File: config.mk
export PLATFORM = sky130hd
export DESIGN_NAME = bitfield_issue_ctrl
export DESIGN_NICKNAME = d
export VERILOG_FILES = /design/src/rtl/bitfield_issue_ctrl.sv
export SDC_FILE = /design/constraint.sdc
export NUM_CORES = 2
export LEC_CHECK = 0
export ABC_AREA = 1
export BUFFER_PORTS_ARGS = -buffer_cell sky130_fd_sc_hd__clkbuf_2
export CORE_ASPECT_RATIO = 1.2
export CORE_UTILIZATION = 25
export CTS_CLUSTER_DIAMETER = 30
export CTS_CLUSTER_SIZE = 10
export DETAILED_ROUTE_END_ITERATION = 8
export PLACE_DENSITY = 0.43
export SYNTH_ARGS = -nofsm -noshare
export SYNTH_HDL_FRONTEND = slang
export SYNTH_SLANG_ARGS = --single-unit
export TNS_END_PERCENT = 30
File: constraint.sdc
create_clock -name clk -period 4.6 [get_ports clk]
set_input_delay 0.92 -clock clk [delete_from_list [all_inputs] [get_ports clk]]
set_output_delay 0.92 -clock clk [all_outputs]
set_load 0.05 [all_outputs]
File: src/rtl/bitfield_issue_ctrl.sv
// Bitfield issue controller: round-robin arbiter in front of a two-stage
// pipeline (operand capture, then result hold) that shares one bitfield
// datapath among several issue-queue requesters.
//
// Instruction word layout:
//   [39:36] opcode   0 SET, 1 CLR, 2 CHG, 3 INS, 4 INSI, 5 EXT, 6 EXTU, 8 FFO
//   [35]    field offset taken from a[6:0] (else immediate [19:13])
//   [34]    field width-1 taken from b[6:0] (else immediate [12:6])
//   [33]    source/base operand is c (else a)
//   [31:20] INSI immediate (zero-extended)
// mask = (width ones) << offset. SET/CLR/CHG/INS/INSI modify the base in
// place. EXT/EXTU right-justify the field with sign or zero extension.
// FFO returns the index of the most significant set bit of the base, or
// DWIDTH when the base is zero.
module bitfield_issue_ctrl #(
    parameter int NREQ   = 2,
    parameter int DWIDTH = 80,
    parameter int TAGW   = 6
) (
    input  logic                     clk,
    input  logic                     rst,
    input  logic [NREQ-1:0]          req,
    output logic [NREQ-1:0]          gnt,
    input  logic [NREQ*40-1:0]       inst_i,
    input  logic [NREQ*DWIDTH-1:0]   a_i,
    input  logic [NREQ*DWIDTH-1:0]   b_i,
    input  logic [NREQ*DWIDTH-1:0]   c_i,
    input  logic [NREQ*TAGW-1:0]     tag_i,
    input  logic                     flush,
    output logic                     o_v,
    output logic [DWIDTH-1:0]        o_res,
    output logic [DWIDTH-1:0]        o_mask,
    output logic [TAGW-1:0]          o_tag,
    output logic                     o_exc,
    input  logic                     o_ack,
    output logic                     busy
);
    localparam int LW = (NREQ > 1) ? $clog2(NREQ) : 1;
    localparam logic [LW-1:0] LAST_RST = LW'(NREQ - 1);

    typedef enum logic [3:0] {
        OP_SET  = 4'd0,
        OP_CLR  = 4'd1,
        OP_CHG  = 4'd2,
        OP_INS  = 4'd3,
        OP_INSI = 4'd4,
        OP_EXT  = 4'd5,
        OP_EXTU = 4'd6,
        OP_FFO  = 4'd8
    } op_e;

    logic [LW-1:0]     last_q, last_d;
    logic              s1_v_q, s1_v_d;
    logic [39:0]       s1_inst_q, s1_inst_d;
    logic [DWIDTH-1:0] s1_a_q, s1_a_d, s1_b_q, s1_b_d, s1_c_q, s1_c_d;
    logic [TAGW-1:0]   s1_tag_q, s1_tag_d;
    logic              o_v_q, o_v_d;
    logic [DWIDTH-1:0] o_res_q, o_res_d, o_mask_q, o_mask_d;
    logic [TAGW-1:0]   o_tag_q, o_tag_d;
    logic              o_exc_q, o_exc_d;

    logic              s2_free, s1_adv, accept;
    logic              win_found;
    logic [LW-1:0]     win_idx;
    logic [DWIDTH-1:0] dp_res, dp_mask;
    logic              dp_exc;
    logic              unused_inst;

    assign unused_inst = ^{s1_inst_q[32], s1_inst_q[5:0]};

    // Pipeline handshake: stage 2 frees when empty or acked; flush and reset block new grants.
    always_comb begin
        s2_free = !o_v_q | o_ack;
        s1_adv  = s1_v_q & s2_free;
        accept  = !rst & !flush & (!s1_v_q | s1_adv);
    end

    // Round-robin search starting just after the last winner.
    always_comb begin
        gnt       = '0;
        win_found = 1'b0;
        win_idx   = '0;
        for (int k = 1; k <= NREQ; k++) begin
            if (!win_found && req[(int'(last_q) + k) % NREQ]) begin
                win_found = 1'b1;
                win_idx   = LW'((int'(last_q) + k) % NREQ);
            end
        end
        if (accept && win_found) begin
            gnt[win_idx] = 1'b1;
        end
    end

    // Stage 1 capture of the winning requester's instruction, operands and tag.
    always_comb begin
        last_d    = last_q;
        s1_v_d    = s1_v_q & !s1_adv;
        s1_inst_d = s1_inst_q;
        s1_a_d    = s1_a_q;
        s1_b_d    = s1_b_q;
        s1_c_d    = s1_c_q;
        s1_tag_d  = s1_tag_q;
        if (|gnt) begin
            last_d    = win_idx;
            s1_v_d    = 1'b1;
            s1_inst_d = inst_i[int'(win_idx) * 40 +: 40];
            s1_a_d    = a_i[int'(win_idx) * DWIDTH +: DWIDTH];
            s1_b_d    = b_i[int'(win_idx) * DWIDTH +: DWIDTH];
            s1_c_d    = c_i[int'(win_idx) * DWIDTH +: DWIDTH];
            s1_tag_d  = tag_i[int'(win_idx) * TAGW +: TAGW];
        end
        if (flush) begin
            s1_v_d = 1'b0;
        end
    end

    // Bitfield datapath evaluated on the stage-1 registers.
    always_comb begin
        logic [6:0]        offset;
        logic [6:0]        wm1;
        logic [7:0]        wcnt;
        logic [DWIDTH-1:0] src, low, field, topbit, ins_val;
        int                ffo_idx;
        op_e               op;
        op      = op_e'(s1_inst_q[39:36]);
        offset  = s1_inst_q[35] ? s1_a_q[6:0] : s1_inst_q[19:13];
        wm1     = s1_inst_q[34] ? s1_b_q[6:0] : s1_inst_q[12:6];
        wcnt    = {1'b0, wm1} + 8'd1;
        src     = s1_inst_q[33] ? s1_c_q : s1_a_q;
        low     = ~({DWIDTH{1'b1}} << wcnt);
        dp_mask = low << offset;
        field   = (src >> offset) & low;
        topbit  = low & ~(low >> 1);
        ins_val = (op == OP_INSI) ? DWIDTH'(s1_inst_q[31:20]) : s1_b_q;
        ffo_idx = DWIDTH;
        for (int i = 0; i < DWIDTH; i++) begin
            if (src[i]) begin
                ffo_idx = i;
            end
        end
        dp_exc = 1'b0;
        dp_res = '0;
        case (op)
            OP_SET:          dp_res = src | dp_mask;
            OP_CLR:          dp_res = src & ~dp_mask;
            OP_CHG:          dp_res = src ^ dp_mask;
            OP_INS, OP_INSI: dp_res = (src & ~dp_mask) | ((ins_val << offset) & dp_mask);
            OP_EXT:          dp_res = (|(field & topbit)) ? (field | ~low) : field;
            OP_EXTU:         dp_res = field;
            OP_FFO:          dp_res = DWIDTH'(ffo_idx);
            default:         dp_exc = 1'b1;
        endcase
    end

    // Stage 2 result holding register with valid/ack handshake.
    always_comb begin
        o_v_d    = o_v_q;
        o_res_d  = o_res_q;
        o_mask_d = o_mask_q;
        o_tag_d  = o_tag_q;
        o_exc_d  = o_exc_q;
        if (s1_adv) begin
            o_v_d    = 1'b1;
            o_res_d  = dp_exc ? '0 : dp_res;
            o_mask_d = dp_mask;
            o_tag_d  = s1_tag_q;
            o_exc_d  = dp_exc;
        end else if (o_ack) begin
            o_v_d = 1'b0;
        end
        if (flush) begin
            o_v_d = 1'b0;
        end
    end

    // State registers with synchronous reset.
    always_ff @(posedge clk) begin
        if (rst) begin
            last_q    <= LAST_RST;
            s1_v_q    <= 1'b0;
            s1_inst_q <= '0;
            s1_a_q    <= '0;
            s1_b_q    <= '0;
            s1_c_q    <= '0;
            s1_tag_q  <= '0;
            o_v_q     <= 1'b0;
            o_res_q   <= '0;
            o_mask_q  <= '0;
            o_tag_q   <= '0;
            o_exc_q   <= 1'b0;
        end else begin
            last_q    <= last_d;
            s1_v_q    <= s1_v_d;
            s1_inst_q <= s1_inst_d;
            s1_a_q    <= s1_a_d;
            s1_b_q    <= s1_b_d;
            s1_c_q    <= s1_c_d;
            s1_tag_q  <= s1_tag_d;
            o_v_q     <= o_v_d;
            o_res_q   <= o_res_d;
            o_mask_q  <= o_mask_d;
            o_tag_q   <= o_tag_d;
            o_exc_q   <= o_exc_d;
        end
    end

    assign o_v    = o_v_q;
    assign o_res  = o_res_q;
    assign o_mask = o_mask_q;
    assign o_tag  = o_tag_q;
    assign o_exc  = o_exc_q;
    assign busy   = s1_v_q | o_v_q;

endmodule

== Word level (Yosys, flattened, before mapping) ==
Index checks and enable logic that the tools add are counted.
Cells by class
  bitwise gates (word level): 22
  magnitude comparators: 4
  add/subtract/negate cells: 3
  reduce and logical (&&, ||, !) cells: 16
  multiplexer cells: 104
  equality and inequality tests: 7
  $mul: 3
  div/mod/pow operators: 0
  shifts and indexed selects: 9
Operators with widths (count)
  two-way mux 32 bit: 79
  one-hot mux 80 bit (7 select lines): 1
  AND 80 bit: 5
  two-way mux 80 bit: 4
  indexed part select 160 x 32 -> 80 bit: 2
  inverter 80 bit: 3
  OR 80 bit: 3
  indexed part select 160 x 9 -> 80 bit: 1
  << shifter 80 x 7 -> 80 bit: 2
  inverter 79 -> 80 bit: 1
  OR reduction 80 bit: 1
  indexed part select 80 x 8 -> 40 bit: 1
  << shifter 80 x 8 -> 80 bit, first input constant: 1
  >> shifter 80 x 7 -> 80 bit: 1
  bitwise XOR 80 bit: 1
  two-way mux 7 bit: 3
  two-way mux 1 bit: 15
  equality test 4 x 3 -> 1 bit, second input constant: 3
  indexed part select 12 x 5 -> 6 bit: 1
  adder 7 x 1 -> 8 bit, second input constant: 1
  equality test 4 x 2 -> 1 bit, second input constant: 2
  multiplier 1 x 3 -> 4 bit, second input constant: 2
  OR reduction 8 bit: 1
  logical NOT 1 bit: 6
  16 further kinds: 28
Word-level totals
  bits in read-only memories: 0
  memory bits (writable): 0
  word-level logic and storage cells: 180
  bits of input ports: 578
  latch bits: 0
  output and inout bits: 171
  flip-flop bits (word level): 456
  memories kept: 0

== Depth between registers and ports, before layout ==
  depth after elaboration: 83
  gate-level depth with buffers: 85
  depth with buffers taken out: 85

== Worst setup path after synthesis ==
Ideal clock, no wire load.
  path kind: register -> register
  start point: register s1_inst_q[34]
  end point: register o_res_q[63] (netlist: o_res[63])
  path buffers: 2
  period minus slack after synthesis: 4.825 ns
  cell stages (with the launch flop): 31
  arrival time: 4.692 ns
  setup slack: -0.225 ns
  setup time: 0.132 ns
  data required time: 4.468 ns
  cells stage by stage: dfxtp_1 buf_1 o21ai_1 inv_1 ha_1 nand4_1 xnor2_1 inv_2 nor2_1 inv_2 nor2_1 inv_2 buf_2 nor2_1 nand2_1 o21ai_0 inv_1 nand2_1 o21ai_0 o21ai_0 o21ai_0 or2_2 o21ai_0 or2_2 nand2_1 inv_1 ha_1 a221oi_1 o2111ai_1 nand2_1 a21oi_1
Between the ends
  longest elaborated chain between the ends: 11
  elaborated cells between the ends (all ways): 21
  classes of those cells: add/sub (1); shift (2); mux (4); bitwise (13); reduce/logical (1)
RTL lines
  start, declared: line 54  | logic [39:0] s1_inst_q, s1_inst_d;
  start signal, assigned: line 194  | s1_inst_q <= s1_inst_d;
  two-way mux 7 bit (*): line 127  | wm1 = s1_inst_q[34] ? s1_b_q[6:0] : s1_inst_q[12:6];
  adder 7 x 1 -> 8 bit (*): line 128  | wcnt = {1'b0, wm1} + 8'd1;
  << shifter 80 x 8 -> 80 bit (*): line 130  | low = ~({DWIDTH{1'b1}} << wcnt);
  inverter 80 bit (*): line 130
  parallel branches: the longest is 5 deep, another holds << shifter 80 x 7 -> 80 bit
  one-hot mux 80 bit (7 select lines) (*): line 143  | case (op)
  two-way mux 80 bit (*): line 164  | o_res_d = dp_exc ? '0 : dp_res;
  end signal, assigned: line 200  | o_res_q <= o_res_d;
  end, declared: line 58  | logic [DWIDTH-1:0] o_res_q, o_res_d, o_mask_q, o_mask_d;
Every way passes the cells marked *.
A chain may end at the register's enable or synchronous reset.

== Worst setup path after layout ==
  start point: register s1_inst_q[33]
  end point: register o_res_q[75] (netlist: o_res[75])
Between the ends
  longest elaborated chain between the ends: 81
  elaborated cells between the ends (all ways): 91
  classes of those cells: shift (1); mux (82); bitwise (7); reduce/logical (1)
RTL lines
  two-way mux 80 bit (*): line 129  | src = s1_inst_q[33] ? s1_c_q : s1_a_q;
  two-way mux 32 bit (78 in a row): line 137  | if (src[i]) begin
  one-hot mux 80 bit (7 select lines) (*): line 143
  two-way mux 80 bit (*): line 164
Every way passes the cells marked *; elsewhere a longest branch is shown, timed or not.

==> metrics.txt <==
top cell type's share of synthesized area=22.7%; final worst setup slack=-1.10 ns; post-synthesis sequential area ratio=21.4%; Placer Congestion=1.09; arrival time worst endpoint=6.36 ns; slowest cell on the critical path=dfxtp_4; Clock Skew=0.105 ns; Setup crit end kind=flip-flop; hold_sp=c_i[41]; CP max FO=32; Multi-input gate area=30700 sq um; Worst setup SP type=flip-flop; Hold Crit Endpoint=s1_c_q[41]; area leader, netlist=nand2_1; ys flop type=dfxtp_1; Place WS=-1.84 ns; average size of a mapped cell=5.79 sq um; maximum clock path buffer count=3; Die Wd=376 microns; Final min period=5.70 ns; Critical R2R Capture=o_res[75]; Power Dens Cells=414 nW/um^2; hold slack=0.372 ns; Synth top cells by count=2543 x nand2_1, 735 x o21ai_0, 479 x inv_1, 465 x nor2_1, 449 x dfxtp_1; all-layer global routing usage=37.5%; Worst Hold Path Cells=3; Initial Util=25.2%; routed length per instance=28.8 microns; Slew Limit Fails=0; vias post-DR=60700; ys async rst share=0%; Num CTS Buffers=121; Clock Sinks=449; Tcrit/Tclk final=124%; most common cell type on the critical path=buf_4; CTS root buffer=clkbuf_16; first-pass GRT wire length=451000 microns; failing checks=setup timing; RSZ-0062 raised after global routing=true; die height=451 microns; CTS tree=built; worst reg2reg path depth=33; final wirelength=331000 microns; Setup CP Type=flip-flop to flip-flop; Clock transition at path regs=0.05 ns; Leakage=30.0 nW; worst vdd ir=0.000340 V; antenna viol nets, final=0; max_cap viols=0; Synth Net Count=7990; Port Buf Inserts=734; fmax=175 MHz; DP Cell Count=11200; Worst Max-Slew Pin Slew=1.32 ns; initial DRC count=6384; HPWL after DPL=275000 microns; GRT overflow=0; Required @ worst endpoint=5.26 ns; area grow syn2layout=56.9%; fraction of layout cells with a size suffix above 1=34.6%; Cells after Synth=7248; insertion delay to the later sink of the worst-skew pair=0.79 ns; H-tree level count=3; CTS Hold Bufs=0; Min-Delay Path Class=input pin to flip-flop; First-pass DRT Iterations=7; Setup TNS=-71.66 ns; Seq cells post-synth=449; Reg area=8990 sq um; Rel. slew slack=11.4%; synth unique cells=54; Area contributors post-synth=nand2_1 23%, dfxtp_1 21%, o21ai_0 8.8%; count leader, synth=nand2_1; largest net degree at the start of global routing=175; vias in the first global route=58800; Final Hold Fails=0; synthesized cell area=42000 sq um; Filler cells=18800; die footprint=170000 sq um; antenna violations before repair=12; R2R setup slack=-1.10 ns; via-per-instance ratio=5.28; Nets=9890; Tot Pwr=27.2 mW; worst reg2reg startpoint=s1_inst_q[33]; Setup Viol. Count Final=95; status=finished with violations; CP peak stage delay=0.41 ns; DR DRC count=0; EDFF count, synth=0; core area=167000 sq um; FP Rows=164; Synth warnings=0; non-filler instance count after layout=11500; # IOs=749
-- placed cells by master, fill, tap and decap left out, types with 28 or more instances in the layout --
cell       count
a21oi_1      237
a221oi_1      46
a221oi_2      32
a31oi_1      304
buf_12        74
buf_4       1498
clkbuf_16    122
clkbuf_2     733
dfxtp_1      447
ha_1         159
inv_1        450
inv_2         92
mux2i_1       79
nand2_1     2485
nand2_2       45
nand3_1      101
nand4_1       28
nor2_1       410
nor2_2        31
nor3_1        35
o2111ai_1     56
o211ai_1     128
o21ai_0      576
o21ai_1      359
o21ai_2      163
o21ai_4       55
o22ai_1       38
or2_2         79
-- per-stage QoR --
| stage | utilization [%] | instance area, sq um |
|---|---|---|
| final | 39.5 | 65900 |
| after global routing | 39.5 | 65900 |
| after floorplan | - | 42000 |
| after detailed placement | 35.5 | 59100 |
| after global placement | 35.5 | 59100 |
| after CTS | 38.9 | 64800 |
-- worst max path at each step --
stage                        startpoint   endpoint  cells after the start
after global routing      s1_inst_q[33]   o_res[0]                     83
after floorplan           s1_inst_q[34]  o_res[63]                     30
after global placement    s1_inst_q[33]  o_res[38]                     30
after detailed placement  s1_inst_q[33]  o_res[38]                     30
final                     s1_inst_q[33]  o_res[75]                     33
after CTS                 s1_inst_q[33]   o_res[0]                     83
-- per-layer routing --
layer | global-route usage, % | share of wire [%] | vias up
met3 | 5.94 | 7.4 | 573
met1 | 47.8 | 41 | 29300
met4 | 25.1 | 7.7 | 6
met5 | 0 | 0.014 | -
met2 | 58.1 | 44 | 2728
li1 | - | - | 28100
-- worst max-delay path, delay by kind of cell, from the launching register on --
kind,cells,cell delay (ns)
DFF,1,0.41
buffers and inverters,13,2.05
AOI/OAI and AO/OA,12,2.20
and+or+nand+nor,8,0.84
-- where the power goes --
| part | internal (mW) | switching (mW) | leakage [nW] | total (mW) |
|---|---|---|---|---|
| Sequential | 4.07 | 0.144 | 3.65 | 4.21 |
| Clock | 5.95 | 2.92 | 2.07 | 8.88 |
| Combinational | 5.35 | 8.80 | 24.3 | 14.2 |
| Total | 15.4 | 11.9 | 30.0 | 27.2 |
-- cell families (layout without fill, tap and decap cells) --
| logic type | count (synthesis) | count (layout) | share of synthesized area (%) |
|---|---|---|---|
| compound gates | 2104 | 2104 | 30.1 |
| xor+xnor | 2 | 2 | 0.0417 |
| buf+inv | 1124 | 3127 | 10.3 |
| other cells | 0 | 9 | 0 |
| flops | 449 | 449 | 21.4 |
| fa+ha+maj | 164 | 164 | 4.89 |
| simple gates | 3313 | 3314 | 31.0 |
| mux | 92 | 92 | 2.19 |
-- sequential cells by signal, summed over array words and instances, names as in the netlist --
name	cells
last_q	1
s1_a_q	80
o_exc	1
o_mask	80
o_v	1
s1_c_q	80
s1_b_q	80
s1_inst_q	33
s1_tag_q	6
o_res	80
s1_v_q	1
o_tag	6
-- cell type report --
cell class	count	area share (%)
tap	2241	4.26
clock inverter	70	1.47
sequential	449	13.7
antenna	9	0.0342
inverter	564	3.31
clock buffer	157	5.12
timing repair buffer	2336	25.5
multi-input combinational	5676	46.7
-- repair_timing --
action	4_1_cts	5_1_grt
buffers inserted	13	22
endpoints found under the setup margin	156	157
cloned	2	1
resized for setup	389	276
pin swaps	50	51
Power figures use the tool's default switching activity.
